--- config.mk ---
export PLATFORM = sky130hd
export DESIGN_NAME = axi_adapter_arb
export DESIGN_NICKNAME = d
export VERILOG_FILES = /design/src/rtl/std_cache_pkg.sv /design/src/rtl/axi_adapter_arb_rr_select.sv /design/src/rtl/axi_adapter_arb.sv
export SDC_FILE = /design/constraint.sdc
export NUM_CORES = 1
export LEC_CHECK = 0
export ABC_AREA = 1
export ABC_CLOCK_PERIOD_IN_PS = 1300
export CAP_MARGIN = 40
export CELL_PAD_IN_SITES_DETAIL_PLACEMENT = 1
export CELL_PAD_IN_SITES_GLOBAL_PLACEMENT = 2
export CORE_AREA = 3 3 715 717
export CTS_CLUSTER_SIZE = 30
export DETAILED_ROUTE_END_ITERATION = 8
export DIE_AREA = 0 0 718 720
export GPL_ROUTABILITY_DRIVEN = 0
export PLACE_DENSITY = 0.32
export SLEW_MARGIN = 40
export SYNTH_ARGS = -nofsm -noshare
export SYNTH_HDL_FRONTEND = slang
export SYNTH_SLANG_ARGS = --single-unit
--- constraint.sdc ---
create_clock -name clk_i -period 1.3 [get_ports clk_i]
set_input_delay 0.195 -clock clk_i [delete_from_list [all_inputs] [get_ports clk_i]]
set_output_delay 0.195 -clock clk_i [all_outputs]
set_load 0.1 [all_outputs]
--- src/rtl/std_cache_pkg.sv ---
// Shared types and helpers for the adapter arbiter: per-path FSM state and
// round-robin pointer advance.
package std_cache_pkg;

    typedef enum logic [1:0] {
        ST_IDLE = 2'd0,
        ST_REQ  = 2'd1,
        ST_RESP = 2'd2
    } path_state_e;

    function automatic int rr_next(input int cur, input int n);
        return (cur >= n - 1) ? 0 : cur + 1;
    endfunction

endpackage

--- src/rtl/axi_adapter_arb_rr_select.sv ---
// Round-robin port selector: picks the lowest requesting port at or above
// i_ptr, otherwise wraps to the lowest requesting port overall.
module rr_select #(
    parameter int NUM_PORTS = 2,
    parameter int PW        = 1
)(
    input  logic [NUM_PORTS-1:0] i_req,
    input  logic [PW-1:0]        i_ptr,
    output logic [PW-1:0]        o_sel
);

    always_comb begin
        o_sel = '0;
        // Descending scans: the last hit wins, so the second pass overrides
        // the wrap-around choice whenever a port at or above i_ptr requests.
        for (int p = NUM_PORTS - 1; p >= 0; p--)
            if (i_req[p]) o_sel = PW'(p);
        for (int p = NUM_PORTS - 1; p >= 0; p--)
            if (i_req[p] && (PW'(p) >= i_ptr)) o_sel = PW'(p);
    end

endmodule

--- src/rtl/axi_adapter_arb.sv ---
// Arbitrates NUM_PORTS cache requesters onto one adapter with independent
// read and write FSMs, one outstanding transaction per path.
module axi_adapter_arb
    import std_cache_pkg::*;
#(
    parameter int  NUM_PORTS    = 2,
    parameter int  DATA_WORDS   = 4,
    parameter int  AXI_ID_WIDTH = 10,
    localparam int PW = (NUM_PORTS > 1) ? $clog2(NUM_PORTS) : 1,
    localparam int BW = (DATA_WORDS > 1) ? $clog2(DATA_WORDS) : 1
)(
    input  logic                                    clk_i,
    input  logic                                    rst_i,
    input  logic [NUM_PORTS-1:0]                    rd_req_i,
    output logic [NUM_PORTS-1:0]                    rd_gnt_o,
    input  logic [NUM_PORTS-1:0][63:0]              rd_addr_i,
    input  logic [NUM_PORTS-1:0][BW-1:0]            rd_blen_i,
    input  logic [NUM_PORTS-1:0][1:0]               rd_size_i,
    output logic [NUM_PORTS-1:0]                    rd_valid_o,
    output logic [DATA_WORDS-1:0][63:0]             rd_data_o,
    input  logic [NUM_PORTS-1:0]                    wr_req_i,
    output logic [NUM_PORTS-1:0]                    wr_gnt_o,
    input  logic [NUM_PORTS-1:0][63:0]              wr_addr_i,
    input  logic [NUM_PORTS-1:0][DATA_WORDS-1:0][63:0] wr_data_i,
    input  logic [NUM_PORTS-1:0][DATA_WORDS-1:0][7:0]  wr_be_i,
    input  logic [NUM_PORTS-1:0][BW-1:0]            wr_blen_i,
    input  logic [NUM_PORTS-1:0][1:0]               wr_size_i,
    output logic [NUM_PORTS-1:0]                    wr_valid_o,
    output logic                                    ad_rd_req_o,
    input  logic                                    ad_rd_gnt_i,
    output logic [63:0]                             ad_rd_addr_o,
    output logic [BW-1:0]                           ad_rd_blen_o,
    output logic [1:0]                              ad_rd_size_o,
    output logic [AXI_ID_WIDTH-1:0]                 ad_rd_id_o,
    output logic                                    ad_rd_rdy_o,
    input  logic                                    ad_rd_valid_i,
    input  logic [DATA_WORDS-1:0][63:0]             ad_rd_data_i,
    input  logic [AXI_ID_WIDTH-1:0]                 ad_rd_id_i,
    output logic                                    ad_wr_req_o,
    input  logic                                    ad_wr_gnt_i,
    output logic [63:0]                             ad_wr_addr_o,
    output logic [DATA_WORDS-1:0][63:0]             ad_wr_data_o,
    output logic [DATA_WORDS-1:0][7:0]              ad_wr_be_o,
    output logic [BW-1:0]                           ad_wr_blen_o,
    output logic [1:0]                              ad_wr_size_o,
    output logic [AXI_ID_WIDTH-1:0]                 ad_wr_id_o,
    output logic                                    ad_wr_rdy_o,
    input  logic                                    ad_wr_valid_i,
    input  logic [AXI_ID_WIDTH-1:0]                 ad_wr_id_i,
    output logic                                    id_err_o
);

    path_state_e   r_rd_state, r_wr_state;
    logic [PW-1:0] r_rd_sel, r_wr_sel, r_rd_ptr, r_wr_ptr;
    logic [PW-1:0] w_rd_pick, w_wr_pick;
    logic          r_id_err;
    logic          w_rd_id_bad, w_wr_id_bad;

    rr_select #(.NUM_PORTS(NUM_PORTS), .PW(PW)) u_rd_rr (
        .i_req (rd_req_i),
        .i_ptr (r_rd_ptr),
        .o_sel (w_rd_pick)
    );

    rr_select #(.NUM_PORTS(NUM_PORTS), .PW(PW)) u_wr_rr (
        .i_req (wr_req_i),
        .i_ptr (r_wr_ptr),
        .o_sel (w_wr_pick)
    );

    always_ff @(posedge clk_i) begin
        if (rst_i) begin
            r_rd_state <= ST_IDLE;
            r_rd_sel   <= '0;
            r_rd_ptr   <= '0;
        end else begin
            case (r_rd_state)
                ST_IDLE: if (|rd_req_i) begin
                    r_rd_sel   <= w_rd_pick;
                    r_rd_state <= ST_REQ;
                end
                ST_REQ: if (ad_rd_gnt_i) begin
                    r_rd_ptr   <= PW'(rr_next(int'(r_rd_sel), NUM_PORTS));
                    r_rd_state <= ST_RESP;
                end
                ST_RESP: if (ad_rd_valid_i) r_rd_state <= ST_IDLE;
                default: r_rd_state <= ST_IDLE;
            endcase
        end
    end

    always_ff @(posedge clk_i) begin
        if (rst_i) begin
            r_wr_state <= ST_IDLE;
            r_wr_sel   <= '0;
            r_wr_ptr   <= '0;
        end else begin
            case (r_wr_state)
                ST_IDLE: if (|wr_req_i) begin
                    r_wr_sel   <= w_wr_pick;
                    r_wr_state <= ST_REQ;
                end
                ST_REQ: if (ad_wr_gnt_i) begin
                    r_wr_ptr   <= PW'(rr_next(int'(r_wr_sel), NUM_PORTS));
                    r_wr_state <= ST_RESP;
                end
                ST_RESP: if (ad_wr_valid_i) r_wr_state <= ST_IDLE;
                default: r_wr_state <= ST_IDLE;
            endcase
        end
    end

    // The ID flag is sticky; only reset clears it.
    assign w_rd_id_bad = (r_rd_state == ST_RESP) && ad_rd_valid_i &&
                         (ad_rd_id_i != AXI_ID_WIDTH'(r_rd_sel));
    assign w_wr_id_bad = (r_wr_state == ST_RESP) && ad_wr_valid_i &&
                         (ad_wr_id_i != AXI_ID_WIDTH'(r_wr_sel));

    always_ff @(posedge clk_i) begin
        if (rst_i)                           r_id_err <= 1'b0;
        else if (w_rd_id_bad || w_wr_id_bad) r_id_err <= 1'b1;
    end

    assign id_err_o = r_id_err;

    assign ad_rd_req_o  = (r_rd_state == ST_REQ);
    assign ad_rd_rdy_o  = (r_rd_state == ST_RESP);
    assign ad_rd_addr_o = rd_addr_i[r_rd_sel];
    assign ad_rd_blen_o = rd_blen_i[r_rd_sel];
    assign ad_rd_size_o = rd_size_i[r_rd_sel];
    assign ad_rd_id_o   = AXI_ID_WIDTH'(r_rd_sel);
    assign rd_data_o    = ad_rd_data_i;

    assign ad_wr_req_o  = (r_wr_state == ST_REQ);
    assign ad_wr_rdy_o  = (r_wr_state == ST_RESP);
    assign ad_wr_addr_o = wr_addr_i[r_wr_sel];
    assign ad_wr_data_o = wr_data_i[r_wr_sel];
    assign ad_wr_be_o   = wr_be_i[r_wr_sel];
    assign ad_wr_blen_o = wr_blen_i[r_wr_sel];
    assign ad_wr_size_o = wr_size_i[r_wr_sel];
    assign ad_wr_id_o   = AXI_ID_WIDTH'(r_wr_sel);

    always_comb begin
        rd_gnt_o   = '0;
        rd_valid_o = '0;
        wr_gnt_o   = '0;
        wr_valid_o = '0;
        rd_gnt_o[r_rd_sel]   = (r_rd_state == ST_REQ)  && ad_rd_gnt_i;
        rd_valid_o[r_rd_sel] = (r_rd_state == ST_RESP) && ad_rd_valid_i;
        wr_gnt_o[r_wr_sel]   = (r_wr_state == ST_REQ)  && ad_wr_gnt_i;
        wr_valid_o[r_wr_sel] = (r_wr_state == ST_RESP) && ad_wr_valid_i;
    end

endmodule
# ---- Word-level counts from Yosys, hierarchy flattened
# Index checks and enable logic that the tools add are counted.
dict set report classes {
  add_sub_neg 2
  div 0
  multipliers 0
  n_bitwise 4
  n_lt_le_gt_ge 10
  muxes 38
  n_shift 0
  reduce_logical 23
  n_eq_ne 12
}
# op count
set op_table {}
lappend op_table {{2-to-1 mux 256 bit} 2}
lappend op_table {{2-to-1 mux 64 bit} 4}
lappend op_table {{2-to-1 mux 32 bit} 2}
lappend op_table {{2-to-1 mux 2 bit} 14}
lappend op_table {{!= test 10 x 1 -> 1 bit} 2}
lappend op_table {{logical AND 1 bit} 12}
lappend op_table {{2-to-1 mux 1 bit} 12}
lappend op_table {{one-hot mux 2 bit (3 select lines)} 2}
lappend op_table {{AND 2 bit} 4}
lappend op_table {{!= test 2 x 1 -> 1 bit (second input constant)} 4}
lappend op_table {{AND reduction 2 bit} 4}
lappend op_table {{AND reduction 3 bit} 2}
lappend op_table {{== test 2 x 1 -> 1 bit (second input constant)} 2}
lappend op_table {{== test 2 bit (second input constant)} 2}
lappend op_table {{>= comparator 1 bit (first input constant)} 4}
lappend op_table {{>= comparator 1 bit (second input constant)} 4}
lappend op_table {{zero test 2 bit} 2}
lappend op_table {{less-than comparator 1 x 2 -> 1 bit (second input constant)} 2}
lappend op_table {{!= test 2 bit (second input constant)} 2}
lappend op_table {{OR reduction 2 bit} 2}
lappend op_table {{adder 1 bit (second input constant)} 2}
lappend op_table {{demux 1 bit (select 1 bit)} 2}
lappend op_table {{logical OR 1 bit} 1}
dict set report totals {
  register_bits 9
  n_memories 0
  latchBits 0
  inputBits 1134
  elab_cells 96
  romBits 0
  ram_bits 0
  out_inout_bits 713
}

# ---- Depth between registers and ports, before layout
dict set report depth {
  ltp_word 5
  mapped_depth 9
  ltp_nobuf 9
}

# ---- Modules after synthesis
# A second synthesis with hierarchy kept.
dict set report hier_totals {
  cells_unflattened 1735
  hier_area_um2 8089.0
}
# mod instances area_each_um2 cells_each
set by_module_without_submodules {}
lappend by_module_without_submodules {axi_adapter_arb 1 8056.5 1729}
lappend by_module_without_submodules {rr_select 2 16.3 3}

# ---- Worst setup path before layout
# No wires, ideal clock.
dict set report synth_path {
  path_type {register to register}
  start {reg r_wr_state[0]}
  end {reg r_wr_ptr}
  stages_incl_launch_ff 6
  arrival_time_ps 2846
  slack_ps -1755
  period_less_slack_ps 3055
  setup_ps 208
  path_cell_list {dfxtp_1 -> inv_1 -> nor2_2 -> nand2_1 -> nor2_1 -> a211oi_1}
}
dict set report synth_via {
  elab_chain_cells 2
}
# element line
set synth_lines {}
lappend synth_lines {{from (decl)} axi_adapter_arb.sv:53} ;# path_state_e r_rd_state, r_wr_state;
lappend synth_lines {{from (signal assigned)} axi_adapter_arb.sv:94} ;# r_wr_state <= ST_IDLE;
lappend synth_lines {{from (signal assigned)} axi_adapter_arb.sv:101} ;# r_wr_state <= ST_REQ;
lappend synth_lines {{from (signal assigned)} axi_adapter_arb.sv:105} ;# r_wr_state <= ST_RESP;
lappend synth_lines {{== test 2 x 1 -> 1 bit} -}
lappend synth_lines {{net ad_wr_req_o} axi_adapter_arb.sv:39} ;# output logic ad_wr_req_o,
lappend synth_lines {{AND reduction 2 bit (no source line)} -}
lappend synth_lines {{to (signal assigned)} axi_adapter_arb.sv:104} ;# r_wr_ptr <= PW'(rr_next(int'(r_wr_sel), NUM_PORTS));
lappend synth_lines {{to (decl)} axi_adapter_arb.sv:54} ;# logic [PW-1:0] r_rd_sel, r_wr_sel, r_rd_ptr, r_wr_ptr;
# The timed path passes the listed nets, and every way through them passes these cells.
# A chain may end at the register's enable or synchronous reset.

==> flow_summary.yaml <==
sta:
  period_share_pct: 166.0
  fin_setup_tns_ps: -286570
  min_period_ps: 2158
  grt_setup_unrepaired: "true"
  hold_viol_final: 0
  setup_ws_ps: -858.0
  fin_skew_ps: 1.982
  finalMaxSlewViolations: 0
  setup_viol: 441
  max_freq_mhz: 463.4
final_layout:
  regArea_um2: 193.9
  fillers: 58510
  areaGrowthSynthToFinish_pct: 539.7
  drive_gt1_share_pct: 60.88
  multiInputGateArea_um2: 17370
  layout.nets: 4215
detailed_routing:
  routed_wl_um: 286500
  wl_per_cell_um: 29.14
  ant_nets: 0
  drc_errors: 0
  first_pass_iters: 4
  first_iter_violations: 817
  num_vias: 18120
  via_per_inst: 1.843
floorplan:
  rows: 261
  die_y_um: 720
  io_pins: 1847
  start_util_pct: 1.598
  dieArea_um2: 517000
  core_region_area_um2: 505200
  die_w_um: 718
clock_tree:
  cts_tree: "yes"
  clock_latency_ps: 260
  cts_max_level: 1
  cts_made_buffers: 3
  cts_sinks: 9
  cts_buffer_depth: 2
  clock-root-buffer: "clkbuf_16"
  path_clk_slew_ps: 50
  ctsHoldBuffers: 0
logic_synthesis:
  syn-cell-area_um2: 8074
  ys_seq_elements: 9
  netlist_instances: 1740
  ys_seq_area_share_pct: 2.232
  synth_area_per_cell_um2: 4.640
  yosysUniqueCellTypes: 17
  yosys_warnings: 0
critical_path:
  rr_worst_depth: 12
  crit_fanout: 7
  critPathCaptureType: "primary output"
  startpoint: "r_wr_sel"
  cp-start-kind: "register"
  r2r_slack_ps: -410
  crit_path_end: "ad_wr_data_o[52]"
  worstPathRequired_ps: 1110
  crit_arrival_ps: 1960
  rr_startpoint: "r_wr_sel"
  path_class: "reg -> out"
  regToRegEndpoint: "id_err_o"
grt:
  gr-total-overflow: 0
  grt_max_degree: 30
  grt_pass1_wl_um: 332400
  antenna_found_initial: 194
  grt.total_usage_pct: 10.60
  grt_pass1_vias: 19090
status:
  violations: "negative setup slack"
  status: "finished with violations"
power_and_ir_drop:
  pwr_density_cell_nw_per_um2: 693.9
  p_total_w: 0.03584
  peakVddDrop_mv: 0.3188
  p_leak_nw: 17.67
worst_hold_path:
  hold_class: "in -> out"
run:
  maxCapViolations: 0
place:
  io_buffers: 1316
  detailed_place_hpwl_um: 257200
[registers in the layout, indices dropped and copies added (netlist names)]
name / cells
id_err_o: 1
r_wr_state: 2
r_rd_ptr: 1
r_rd_sel: 1
r_wr_sel: 1
r_wr_ptr: 1
r_rd_state: 2
[area by class of cell]
type	instances	share of cell area (%)
tap	6706	16.25
timing repair inverter	1	0.05814
sequential	9	0.3755
multi-input combinational	1356	33.62
timing repair buffer	1689	49.09
antenna	46	0.2229
clock buffer	3	0.1454
clock inverter	1	0.009691
inverter	21	0.2302
[worst min-delay path by stage]
| stage | startpoint | endpoint | slack (ps) | cells past startpoint |
|---|---|---|---|---|
| finish | ad_rd_data_i[168] | rd_data_o[168] | 390 | 0 |
| global route | ad_rd_data_i[192] | rd_data_o[192] | 390 | 0 |
| CTS | ad_rd_data_i[0] | rd_data_o[0] | 390 | 0 |
| detailed placement | ad_rd_data_i[0] | rd_data_o[0] | 390 | 0 |
| global placement | ad_rd_data_i[0] | rd_data_o[0] | 390 | 0 |
| floorplan | rd_req_i[1] | r_rd_sel | 360 | 2 |
[logic make-up after synthesis]
| group | share of synthesized area [%] |
|---|---|
| AND/OR/NAND/NOR | 61.94 |
| other | 0.04645 |
| buffers and inverters | 35.10 |
| flip-flops | 2.231 |
| AO/OA/AOI/OAI | 0.6818 |
[stage by stage]
| stage | std cells | hold WS (ps) | setup WS (ps) | area, um^2 | util [%] |
|---|---|---|---|---|---|
| final | 9832 | 390.0 | -858.0 | 51650 | 10.22 |
| after global routing | 9787 | 390.1 | -955.8 | 51530 | 10.20 |
| after CTS | 9756 | 390.7 | -977.6 | 49160 | 9.731 |
| after detailed placement | 9555 | 390.7 | -1214 | 38970 | 7.714 |
| after global placement | 9555 | 390.7 | -1256 | 38970 | 7.714 |
| after floorplan | 1757 | 359.5 | -539.3 | 14130 | - |
[placed cells by master, fill, tap and decap left out, types with 3 or more instances in the layout]
cell type / count
clkbuf_16: 12
nand2_8: 590
buf_16: 207
inv_2: 4
inv_1: 13
conb_1: 18
dfxtp_1: 4
nand2_4: 289
clkdlybuf4s50_1: 875
buf_8: 33
nand2_2: 150
buf_4: 70
nand2_1: 266
diode_2: 46
nor2_1: 15
nor2_4: 10
buf_12: 461
nand3_1: 3
nor2_2: 3
buf_6: 30
a21oi_1: 6
dfxtp_4: 3
[cells in the mapped netlist, drive strengths merged]
cell,n,share of area (%)
a21oi,6,0.37
dfxtp,9,2.2
nor2,28,1.4
a211oi,2,0.19
o21ai,2,0.12
nor3,2,0.12
nand2,1295,60
clkbuf,10,0.46
inv,21,0.98
buf,361,34
conb,1,0.046
nand3,3,0.19
[worst max-delay path, cell delays in order, from the launching register on]
cell and delay, ps:
dfxtp_4 350, buf_12 150, inv_16 120, buf_16 180, buf_12 140, buf_6 100, buf_12 130, buf_12 130
nand2_8 50, nand2_8 80, buf_12 170
[routing by layer]
| metal | vias up | wire (um) | track usage (%) |
|---|---|---|---|
| met1 | 8502 | 110000 | 12.11 |
| met4 | 80 | 7210 | 1.287 |
| met5 | - | 667 | 0.2312 |
| met3 | 403 | 40880 | 6.763 |
| li1 | 7661 | - | - |
| met2 | 1478 | 127800 | 16.99 |
[timing repair]
item,CTS,global route
pin swaps,132,69
endpoints found under the hold margin,0,0
cloned,74,8
gates resized for setup,1410,382
endpoints found under the setup margin,441,441
setup buffers,127,59
[report_power, final]
group | total (W) | switching, W | internal, W | leakage, nW
Sequential | 0.000323 | 0.0000248 | 0.000299 | 0.0766
Clock | 0.000649 | 0.000235 | 0.000413 | 0.0412
Combinational | 0.0349 | 0.0213 | 0.0136 | 17.6
Total | 0.0358 | 0.0215 | 0.0143 | 17.7
No activity file was read; power rests on OpenSTA's default activity.
